File: config.mk
export PLATFORM = sky130hd
export DESIGN_NAME = uart_rx_flat
export DESIGN_NICKNAME = d
export VERILOG_FILES = /design/src/rtl/uart_pkg.sv /design/src/rtl/uart_rx_if.sv /design/src/rtl/uart_sync2.sv /design/src/rtl/uart_rx.sv /design/src/flat_wrapper.sv
export SDC_FILE = /design/constraint.sdc
export NUM_CORES = 1
export LEC_CHECK = 0
export CAP_MARGIN = 20
export CORE_ASPECT_RATIO = 0.6
export CORE_UTILIZATION = 40
export DETAILED_ROUTE_END_ITERATION = 10
export PLACE_DENSITY = 0.65
export SYNTH_ARGS = -nofsm -noshare
export SYNTH_HDL_FRONTEND = slang
export SYNTH_HIERARCHICAL = 1
export SYNTH_SLANG_ARGS = --single-unit
File: constraint.sdc
create_clock -name clk -period 2.3 [get_ports clk]
set_input_delay 0.575 -clock clk [delete_from_list [all_inputs] [get_ports clk]]
set_output_delay 0.575 -clock clk [all_outputs]
set_load 0.005 [all_outputs]
File: src/rtl/uart_pkg.sv
`default_nettype none
// +------------------------------------------------------------------+
// | Module  : uart_pkg                                               |
// | Purpose : Shared UART constants and receiver state encoding.     |
// | Revision: 1.0 - initial release                                  |
// +------------------------------------------------------------------+
package uart_pkg;

    localparam int C_SIZE      = 8;
    localparam int C_BAUD_RATE = 115200;
    localparam int C_CLK_FREQ  = 1000000;

    typedef enum logic [1:0] {
        IDLE  = 2'd0,
        START = 2'd1,
        DATA  = 2'd2,
        STOP  = 2'd3
    } state_t;

endpackage
`default_nettype wire

File: src/rtl/uart_rx_if.sv
`default_nettype none
// +------------------------------------------------------------------+
// | Module  : uart_rx_if                                             |
// | Purpose : Serial line, consumer handshake and status of the RX.  |
// | Revision: 1.0 - initial release                                  |
// +------------------------------------------------------------------+
interface uart_rx_if
    import uart_pkg::*;
#(
    parameter int SIZE = C_SIZE
) ();

    logic            rx;
    logic            rx_ack;
    logic [SIZE-1:0] data_out;
    logic            rx_valid;
    logic            rx_busy;
    logic            frame_err;
    logic            overrun_err;

    modport master (
        input  rx,
        input  rx_ack,
        output data_out,
        output rx_valid,
        output rx_busy,
        output frame_err,
        output overrun_err
    );

    modport slave (
        output rx,
        output rx_ack,
        input  data_out,
        input  rx_valid,
        input  rx_busy,
        input  frame_err,
        input  overrun_err
    );

endinterface
`default_nettype wire

File: src/rtl/uart_sync2.sv
`default_nettype none
// +------------------------------------------------------------------+
// | Module  : uart_sync2                                             |
// | Purpose : Two-flop synchronizer with a selectable reset level.   |
// | Revision: 1.0 - initial release                                  |
// +------------------------------------------------------------------+
module uart_sync2 #(
    parameter logic RST_VAL = 1'b1
) (
    input  logic clk,
    input  logic rst,
    input  logic i_d,
    output logic o_q
);

    logic r_meta;
    logic r_sync;

    always_ff @(posedge clk or negedge rst) begin
        if (!rst) begin
            r_meta <= RST_VAL;
            r_sync <= RST_VAL;
        end else begin
            r_meta <= i_d;
            r_sync <= r_meta;
        end
    end

    assign o_q = r_sync;

endmodule
`default_nettype wire

File: src/rtl/uart_rx.sv
`default_nettype none
// +------------------------------------------------------------------+
// | Module  : uart_rx                                                |
// | Purpose : 8N1-style UART receiver, LSB first, mid-bit sampling.  |
// | Revision: 1.0 - initial release                                  |
// +------------------------------------------------------------------+
module uart_rx
    import uart_pkg::*;
#(
    parameter int SIZE       = C_SIZE,
    parameter int BAUD_RATE  = C_BAUD_RATE,
    parameter int CLK_FREQ   = C_CLK_FREQ,
    parameter int BAUD_COUNT = CLK_FREQ / BAUD_RATE
) (
    input  logic      clk,
    input  logic      rst,
    uart_rx_if.master bus
);

    localparam int C_CW = (BAUD_COUNT > 1) ? $clog2(BAUD_COUNT) : 1;
    localparam int C_IW = (SIZE > 1) ? $clog2(SIZE) : 1;

    localparam logic [C_CW-1:0] C_CNT_HALF = C_CW'(BAUD_COUNT / 2 - 1);
    localparam logic [C_CW-1:0] C_CNT_LAST = C_CW'(BAUD_COUNT - 1);
    localparam logic [C_CW-1:0] C_CNT_ONE  = C_CW'(1);
    localparam logic [C_IW-1:0] C_IDX_LAST = C_IW'(SIZE - 1);
    localparam logic [C_IW-1:0] C_IDX_ONE  = C_IW'(1);

    logic w_rx_s;

    state_t          r_state;
    state_t          w_state_nxt;
    logic [C_CW-1:0] r_cnt;
    logic [C_CW-1:0] w_cnt_nxt;
    logic [C_IW-1:0] r_idx;
    logic [C_IW-1:0] w_idx_nxt;
    logic [SIZE-1:0] r_shift;
    logic [SIZE-1:0] w_shift_nxt;
    logic [SIZE-1:0] r_data;
    logic [SIZE-1:0] w_data_nxt;
    logic            r_valid;
    logic            w_valid_nxt;
    logic            r_ferr;
    logic            w_ferr_nxt;
    logic            r_ovr;
    logic            w_ovr_nxt;

    // Line idles high, so the synchronizer resets to 1 to avoid a phantom start bit.
    uart_sync2 #(
        .RST_VAL (1'b1)
    ) u_sync (
        .clk (clk),
        .rst (rst),
        .i_d (bus.rx),
        .o_q (w_rx_s)
    );

    always_ff @(posedge clk or negedge rst) begin
        if (!rst) begin
            r_state <= IDLE;
            r_cnt   <= '0;
            r_idx   <= '0;
            r_shift <= '0;
            r_data  <= '0;
            r_valid <= 1'b0;
            r_ferr  <= 1'b0;
            r_ovr   <= 1'b0;
        end else begin
            r_state <= w_state_nxt;
            r_cnt   <= w_cnt_nxt;
            r_idx   <= w_idx_nxt;
            r_shift <= w_shift_nxt;
            r_data  <= w_data_nxt;
            r_valid <= w_valid_nxt;
            r_ferr  <= w_ferr_nxt;
            r_ovr   <= w_ovr_nxt;
        end
    end

    always_comb begin
        w_state_nxt = r_state;
        w_cnt_nxt   = r_cnt;
        w_idx_nxt   = r_idx;
        w_shift_nxt = r_shift;
        w_data_nxt  = r_data;
        w_valid_nxt = r_valid;
        w_ferr_nxt  = 1'b0;
        w_ovr_nxt   = 1'b0;

        if (bus.rx_ack) begin
            w_valid_nxt = 1'b0;
        end

        case (r_state)
            IDLE: begin
                w_cnt_nxt = '0;
                w_idx_nxt = '0;
                if (!w_rx_s) begin
                    w_state_nxt = START;
                end
            end

            START: begin
                if (r_cnt == C_CNT_HALF) begin
                    w_cnt_nxt   = '0;
                    // A line back high at mid-bit was a glitch, not a start bit.
                    w_state_nxt = w_rx_s ? IDLE : DATA;
                end else begin
                    w_cnt_nxt = r_cnt + C_CNT_ONE;
                end
            end

            DATA: begin
                if (r_cnt == C_CNT_LAST) begin
                    w_cnt_nxt          = '0;
                    w_shift_nxt[r_idx] = w_rx_s;
                    if (r_idx == C_IDX_LAST) begin
                        w_idx_nxt   = '0;
                        w_state_nxt = STOP;
                    end else begin
                        w_idx_nxt = r_idx + C_IDX_ONE;
                    end
                end else begin
                    w_cnt_nxt = r_cnt + C_CNT_ONE;
                end
            end

            STOP: begin
                if (r_cnt == C_CNT_LAST) begin
                    w_cnt_nxt   = '0;
                    w_state_nxt = IDLE;
                    if (w_rx_s) begin
                        // A fresh load beats a same-cycle acknowledge.
                        w_data_nxt  = r_shift;
                        w_valid_nxt = 1'b1;
                        w_ovr_nxt   = r_valid & ~bus.rx_ack;
                    end else begin
                        w_ferr_nxt = 1'b1;
                    end
                end else begin
                    w_cnt_nxt = r_cnt + C_CNT_ONE;
                end
            end

            default: begin
                w_state_nxt = IDLE;
                w_cnt_nxt   = '0;
                w_idx_nxt   = '0;
            end
        endcase
    end

    assign bus.data_out    = r_data;
    assign bus.rx_valid    = r_valid;
    assign bus.rx_busy     = (r_state != IDLE);
    assign bus.frame_err   = r_ferr;
    assign bus.overrun_err = r_ovr;

endmodule
`default_nettype wire

File: src/flat_wrapper.sv
// flat-port wrapper written by rule: the top's interface ports become plain ports
module uart_rx_flat import uart_pkg::*;
#(
    parameter int SIZE       = C_SIZE,
    parameter int BAUD_RATE  = C_BAUD_RATE,
    parameter int CLK_FREQ   = C_CLK_FREQ,
    parameter int BAUD_COUNT = CLK_FREQ / BAUD_RATE
)
  (clk, rst, bus_rx, bus_rx_ack, bus_data_out, bus_rx_valid, bus_rx_busy, bus_frame_err, bus_overrun_err);
  uart_rx_if #(.SIZE(SIZE)) bus_i ();
  input  logic clk;
  input  logic rst;
  input wire logic [$bits(bus_i.rx)-1:0] bus_rx;
  input wire logic [$bits(bus_i.rx_ack)-1:0] bus_rx_ack;
  output wire logic [$bits(bus_i.data_out)-1:0] bus_data_out;
  output wire logic [$bits(bus_i.rx_valid)-1:0] bus_rx_valid;
  output wire logic [$bits(bus_i.rx_busy)-1:0] bus_rx_busy;
  output wire logic [$bits(bus_i.frame_err)-1:0] bus_frame_err;
  output wire logic [$bits(bus_i.overrun_err)-1:0] bus_overrun_err;
  assign bus_i.rx = bus_rx;
  assign bus_i.rx_ack = bus_rx_ack;
  assign bus_data_out = bus_i.data_out;
  assign bus_rx_valid = bus_i.rx_valid;
  assign bus_rx_busy = bus_i.rx_busy;
  assign bus_frame_err = bus_i.frame_err;
  assign bus_overrun_err = bus_i.overrun_err;
  uart_rx #(.SIZE(SIZE), .BAUD_RATE(BAUD_RATE), .CLK_FREQ(CLK_FREQ), .BAUD_COUNT(BAUD_COUNT)) u_core (.clk(clk), .rst(rst), .bus(bus_i));
endmodule
# --- After elaboration in Yosys (flattened, before gate mapping) ---
# Index checks and enable logic that the tools add are counted.
totals:
  ff_bits: 29
  inputBits: 4
  out_inout_bits: 12
classes:
  add_sub_neg: 2
  magnitude_cmp: 2
  eq_ne: 11
  n_mux: 26
  bitwise_logic: 2
  n_reduce_logical: 9
ops:
  columns: ["operator", "n"]
  rows:
  - ["2-bit two-way mux", 6]
  - ["3-bit two-way mux", 4]
  - ["1-bit two-way mux", 11]
  - ["3-bit one-hot mux with 3 select lines", 1]
  - ["8-bit bitwise mux", 1]
  - ["2-bit by 1-bit inequality test with 1-bit output (second input constant)", 4]
  - ["2-bit one-hot mux with 4 select lines", 1]
  - ["3-bit by 1-bit adder with 3-bit output (second input constant)", 2]
  - ["3-bit == test (second input constant)", 2]
  - ["3-bit one-hot mux with 2 select lines", 1]
  - ["5-bit AND reduction", 1]
  - ["2-bit == test (second input constant)", 2]
  - ["3-bit by 4-bit less-than comparator with 1-bit output (second input constant)", 1]
  - ["2-bit AND reduction", 2]
  - ["2-bit nonzero test", 2]
  - ["1-bit demux with 3-bit select", 1]
  - ["3-bit by 2-bit == test with 1-bit output (second input constant)", 1]
  - ["3-bit by 1-bit greater-or-equal comparator with 1-bit output (second input constant)", 1]
  - ["3-bit AND reduction", 1]
  - ["2-bit by 1-bit == test with 1-bit output (second input constant)", 1]
  - ["2-bit logical NOT", 1]
  - ["2-bit inequality test (second input constant)", 1]
  - ["2-bit OR reduction", 1]
  - ["1-bit bitwise AND", 1]
  - ["2 further kinds", 2]

# --- Logic depth before layout (Yosys ltp) ---
logic_depth:
  depth_word: 5
  depth_mapped: 5
  depth_no_buf: 5

# --- Modules after synthesis ---
# Netlist, hierarchy kept.
modules_own_cells:
  columns: ["mod", "instances", "cells_each", "area_each_um2", "seq_area_each_um2"]
  rows:
  - ["uart_rx", 1, 102, 1285.0, 675.6]
  - ["uart_sync2", 1, 2, 52.6, 52.6]

# --- Least setup slack after synthesis ---
# OpenSTA, ideal clock, no wires.
synth_path:
  path_kind: "reg2reg"
  from: "reg u_core.r_cnt[0]"
  to: "reg u_core.r_shift[3]"
  t_arrival_ps: 1464
  path_slack_ps: 711
  stages_incl_launch_ff: 6
  path_cell_list: "dfrtp_1 > ha_1 > ha_1 > nand4b_4 > nor3b_1 > mux2_2"
synth_between:
  elab_chain_cells: 2
synth_lines:
  columns: ["item", "line", "text"]
  rows:
  - ["from (decl)", "uart_rx.sv:33", "logic [C_CW-1:0] r_cnt;"]
  - ["from (signal assigned)", "uart_rx.sv:70", "r_cnt <= w_cnt_nxt;"]
  - ["3-bit == test", "uart_rx.sv:114", "if (r_cnt == C_CNT_LAST) begin"]
  - ["2-bit AND reduction (no source line)", null, null]
  - ["to (signal assigned)", "uart_rx.sv:72", "r_shift <= w_shift_nxt;"]
  - ["to (decl)", "uart_rx.sv:37", "logic [SIZE-1:0] r_shift;"]
# Every way passes these cells.
# A chain may end at the register's enable or synchronous reset.

# --- Worst setup path in the final report ---
layout_path:
  from: "reg u_core.r_state[0]"
  to: "out bus_rx_busy"
layout_between:
  elab_chain_cells: 1
layout_lines:
  columns: ["item", "line", "text"]
  rows:
  - ["from (decl)", "uart_rx.sv:31", "state_t r_state;"]
  - ["from (signal assigned)", "uart_rx.sv:69", "r_state <= w_state_nxt;"]
  - ["2-bit nonzero test", "uart_rx.sv:155", "assign bus.rx_busy = (r_state != IDLE);"]
  - ["to (decl)", "flat_wrapper.sv:17", "output wire logic [$bits(bus_i.rx_busy)-1:0] bus_rx_busy;"]
# Every way passes these cells.

==> results.sh <==
export IMPL_status="complete, no violations"
export IMPL_fin_skew_ns=0.00531
export IMPL_hp_class="register to register"
export IMPL_drv_slew=0
export IMPL_tightest_slew_ns=0.370
export IMPL_r2r_start="u_core/r_cnt[0]"
export IMPL_synth_adder_area_share_pct=6.55
export IMPL_worstHoldStart="u_core/u_sync/r_meta"
export IMPL_p_total_uw=1450
export IMPL_ys_seq_elements=29
export IMPL_synth_area_mm2=0.00134
export IMPL_p_sw_share_pct=29.2
export IMPL_hold_viol=0
export IMPL_ys_warn_count=6
export IMPL_critPathCaptureType="output port"
export IMPL_synth_simple_area_share_pct=14.3
export IMPL_drtIter0Drc=37
export IMPL_wire_per_inst_um=13.6
export IMPL_path_buf_inv=1
export IMPL_layout_drive_gt1_share_pct=27.4
export IMPL_clk_pin_slew_ns=0.06
export IMPL_clockRootBuffer="clkbuf_8"
export IMPL_grt_max_degree=30
export IMPL_regArea_um2=728
export IMPL_overflow=0
export IMPL_synth_common_cells="27 x dfrtp_1, 13 x mux2_2, 7 x ha_1, 6 x nor2_1, 6 x o21ai_0"
export IMPL_vias=833
export IMPL_startpoint="u_core/r_state[0]"
export IMPL_die_area_mm2=0.00359
export IMPL_grt_setup_unrepaired="no"
export IMPL_synth_xor_area_share_pct=0
export IMPL_max_freq_ghz=0.510
export IMPL_post_cts_buffers=0
export IMPL_cp_required_ns=1.73
export IMPL_area_growth_pct=21.3
export IMPL_synth_cell_types=31
export IMPL_path_delay_family="buffers and inverters"
export IMPL_cts_tree="yes"
export IMPL_yosys_area_top_type_share_pct=50.5
export IMPL_track_usage_pct=14.8
export IMPL_insertion_delay_ns=0.27
export IMPL_cts_buffers=5
export IMPL_clockBufferDepth=2
export IMPL_grt_pass1_wl_um=3730
export IMPL_ios=16
export IMPL_synth_edf_count=0
export IMPL_stdcell_area_mm2=0.00162
export IMPL_finalSetupViolCount=0
export IMPL_synth_top_family_by_area="multiplexers"
export IMPL_grt_pass1_vias=756
export IMPL_fillCellCount=266
export IMPL_synth_compound_area_share_pct=5.43
export IMPL_p_seq_share_pct=43.7
export IMPL_p_leak_uw=0.000798
export IMPL_clkPwrFrac_pct=30.9
export IMPL_relSlewSlack_pct=75.3
export IMPL_wirelength_um=2260
export IMPL_diodes=0
export IMPL_cts_resized=0
export IMPL_dpl_cell_area_mm2=0.00152
export IMPL_core_area_mm2=0.00302
export IMPL_port_buffer_count=15
export IMPL_powerDensity_mw_per_mm2=896
export IMPL_worstSetupPathType="register to output port"
export IMPL_gp_congestion=0.745
export IMPL_syn_nets=115
export IMPL_combPwrFrac_pct=25.4
export IMPL_antenna_found_initial=0
export IMPL_p_int_uw=1030
export IMPL_dp_hpwl_um=1590
export IMPL_arrival_ns=1.39
export IMPL_syn_inst=104
export IMPL_avgViaCountPerCell=5.02
export IMPL_power_switching_uw=425
export IMPL_setup_tns_ns=0
export IMPL_cp_start_kind="register"
export IMPL_rows=15
export IMPL_yosys_top_cells_area="dfrtp_1 51%, mux2_2 11%, ha_1 6.5%"
export IMPL_critPathMaxFanout=2
export IMPL_synth_most_common_cell="dfrtp_1"
export IMPL_max_vdd_ir_drop_mv=0.403
export IMPL_slowest_stage="clkdlybuf4s50_1"
export IMPL_syn_area_per_cell_um2=12.9
export IMPL_initial_core_util_pct=44.3
export IMPL_fin_crit_ns=1.96
export IMPL_synth_ff_type="dfrtp_1"
export IMPL_ant_nets=0
export IMPL_remaining_drc_errors=0
export IMPL_fin_crit_sh_pct=85.3
export IMPL_postCtsHoldBufs=0
export IMPL_multiInputGateArea_um2=553
export IMPL_muxShareOfSynthArea_pct=15.1
export IMPL_ys_seq_area_share_pct=54.4
export IMPL_die_h_um=46.8
export IMPL_async_flop_share_pct=100
export IMPL_cap_violations=0
export IMPL_cts_sinks=29
export IMPL_yosysTopAreaCell="dfrtp_1"
export IMPL_firstDrtPassIters=4
export IMPL_cp_slowest_stage_delay_ns=0.45
export IMPL_fin_nets=134
export IMPL_h_tree_depth=2
export IMPL_die_w_um=76.7
export IMPL_crit_path_cell_trace="or2_2 -> clkdlybuf4s50_1"
==> path summary, 6_finish.rpt <==
| check | depth (start not counted) | slack [ns] | endpoint |
|---|---|---|---|
| hold / removal | 0 | 0.36 | u_core/u_sync/o_q |
| max in group asynchronous | 2 | 1.32 | u_core/u_sync/r_meta |
| setup / recovery | 2 | 0.34 | bus_rx_busy |
| setup reg to reg | 5 | 0.53 | u_core/r_shift[3] |
| min in group asynchronous | 2 | 0.68 | u_core/bus.data_out[3] |
| hold reg to reg | 0 | 0.36 | u_core/u_sync/o_q |
==> cell type report <==
class                   count  area share (%)
flip-flops and latches     29            44.9
clock buffers               7            5.94
clock inverters             1           0.308
repair buffers             18            10.6
multi-input cells          65            34.1
inverters                   4           0.925
well taps                  42            3.24
==> through the flow <==
step	setup WS [ns]	util, %	std cells	hold WS, ns
finish	0.338	53.7	166	0.357
global route	0.286	53.7	166	0.363
CTS	0.318	53.7	166	0.358
detailed placement	0.547	50.4	158	0.349
global placement	0.624	50.4	158	0.347
floorplan	0.711	-	104	0.279
==> logic make-up (layout without fill, tap and decap cells) <==
family / count (synthesis) / after routing
buf+inv: 10 / 30
flops: 29 / 29
compound gates: 12 / 12
fa+ha+maj: 7 / 7
mux: 17 / 17
simple gates: 29 / 29
==> layout by cell type (no fill, tap or decap), types with 2 or more instances in the layout <==
cell             instances
clkbuf_8                 7
buf_4                    3
nor2_1                   6
ha_1                     7
nor3_1                   2
nor3b_1                  2
nand3_1                  3
inv_1                    4
nand2b_1                 2
o21ai_0                  6
clkdlybuf4s50_1         15
dfstp_2                  2
mux2_4                   3
nand3b_1                 2
mux2_2                  13
a31oi_1                  2
dfrtp_1                 27
nand2_1                  5
==> power by group through the flow <==
stage,Sequential (uW),Clock [uW],Combinational [uW]
floorplan,632,0,269
global placement,639,0,352
detailed placement,644,0,371
CTS,636,465,373
global route,643,487,419
finish,635,449,370
==> registers in the layout, summed over array words and instances, names as in the netlist, named ones only <==
| register | flops |
|---|---|
| u_core/bus.data_out | 8 |
| u_core/bus.frame_err | 1 |
| u_core/bus.overrun_err | 1 |
| u_core/bus.rx_valid | 1 |
| u_core/r_cnt | 3 |
| u_core/r_idx | 3 |
| u_core/r_shift | 8 |
| u_core/r_state | 1 |
| u_core/u_sync/o_q | 1 |
| u_core/u_sync/r_meta | 1 |
==> per-layer routing <==
layer,GRT usage (%),part of all wire (%),vias to the layer above
li1,-,-,399
met1,20.3,53,420
met2,21.3,42,12
met3,5.63,4.2,2
met4,6.92,0.35,0
met5,0,0,-
==> worst reg2reg max path, stage by stage (launching register included) <==
cell	delay (ns)
dfrtp_1	0.36
ha_1	0.24
ha_1	0.31
nand4b_4	0.15
nor3b_1	0.24
mux2_2	0.36
Power figures use the tool's default switching activity.
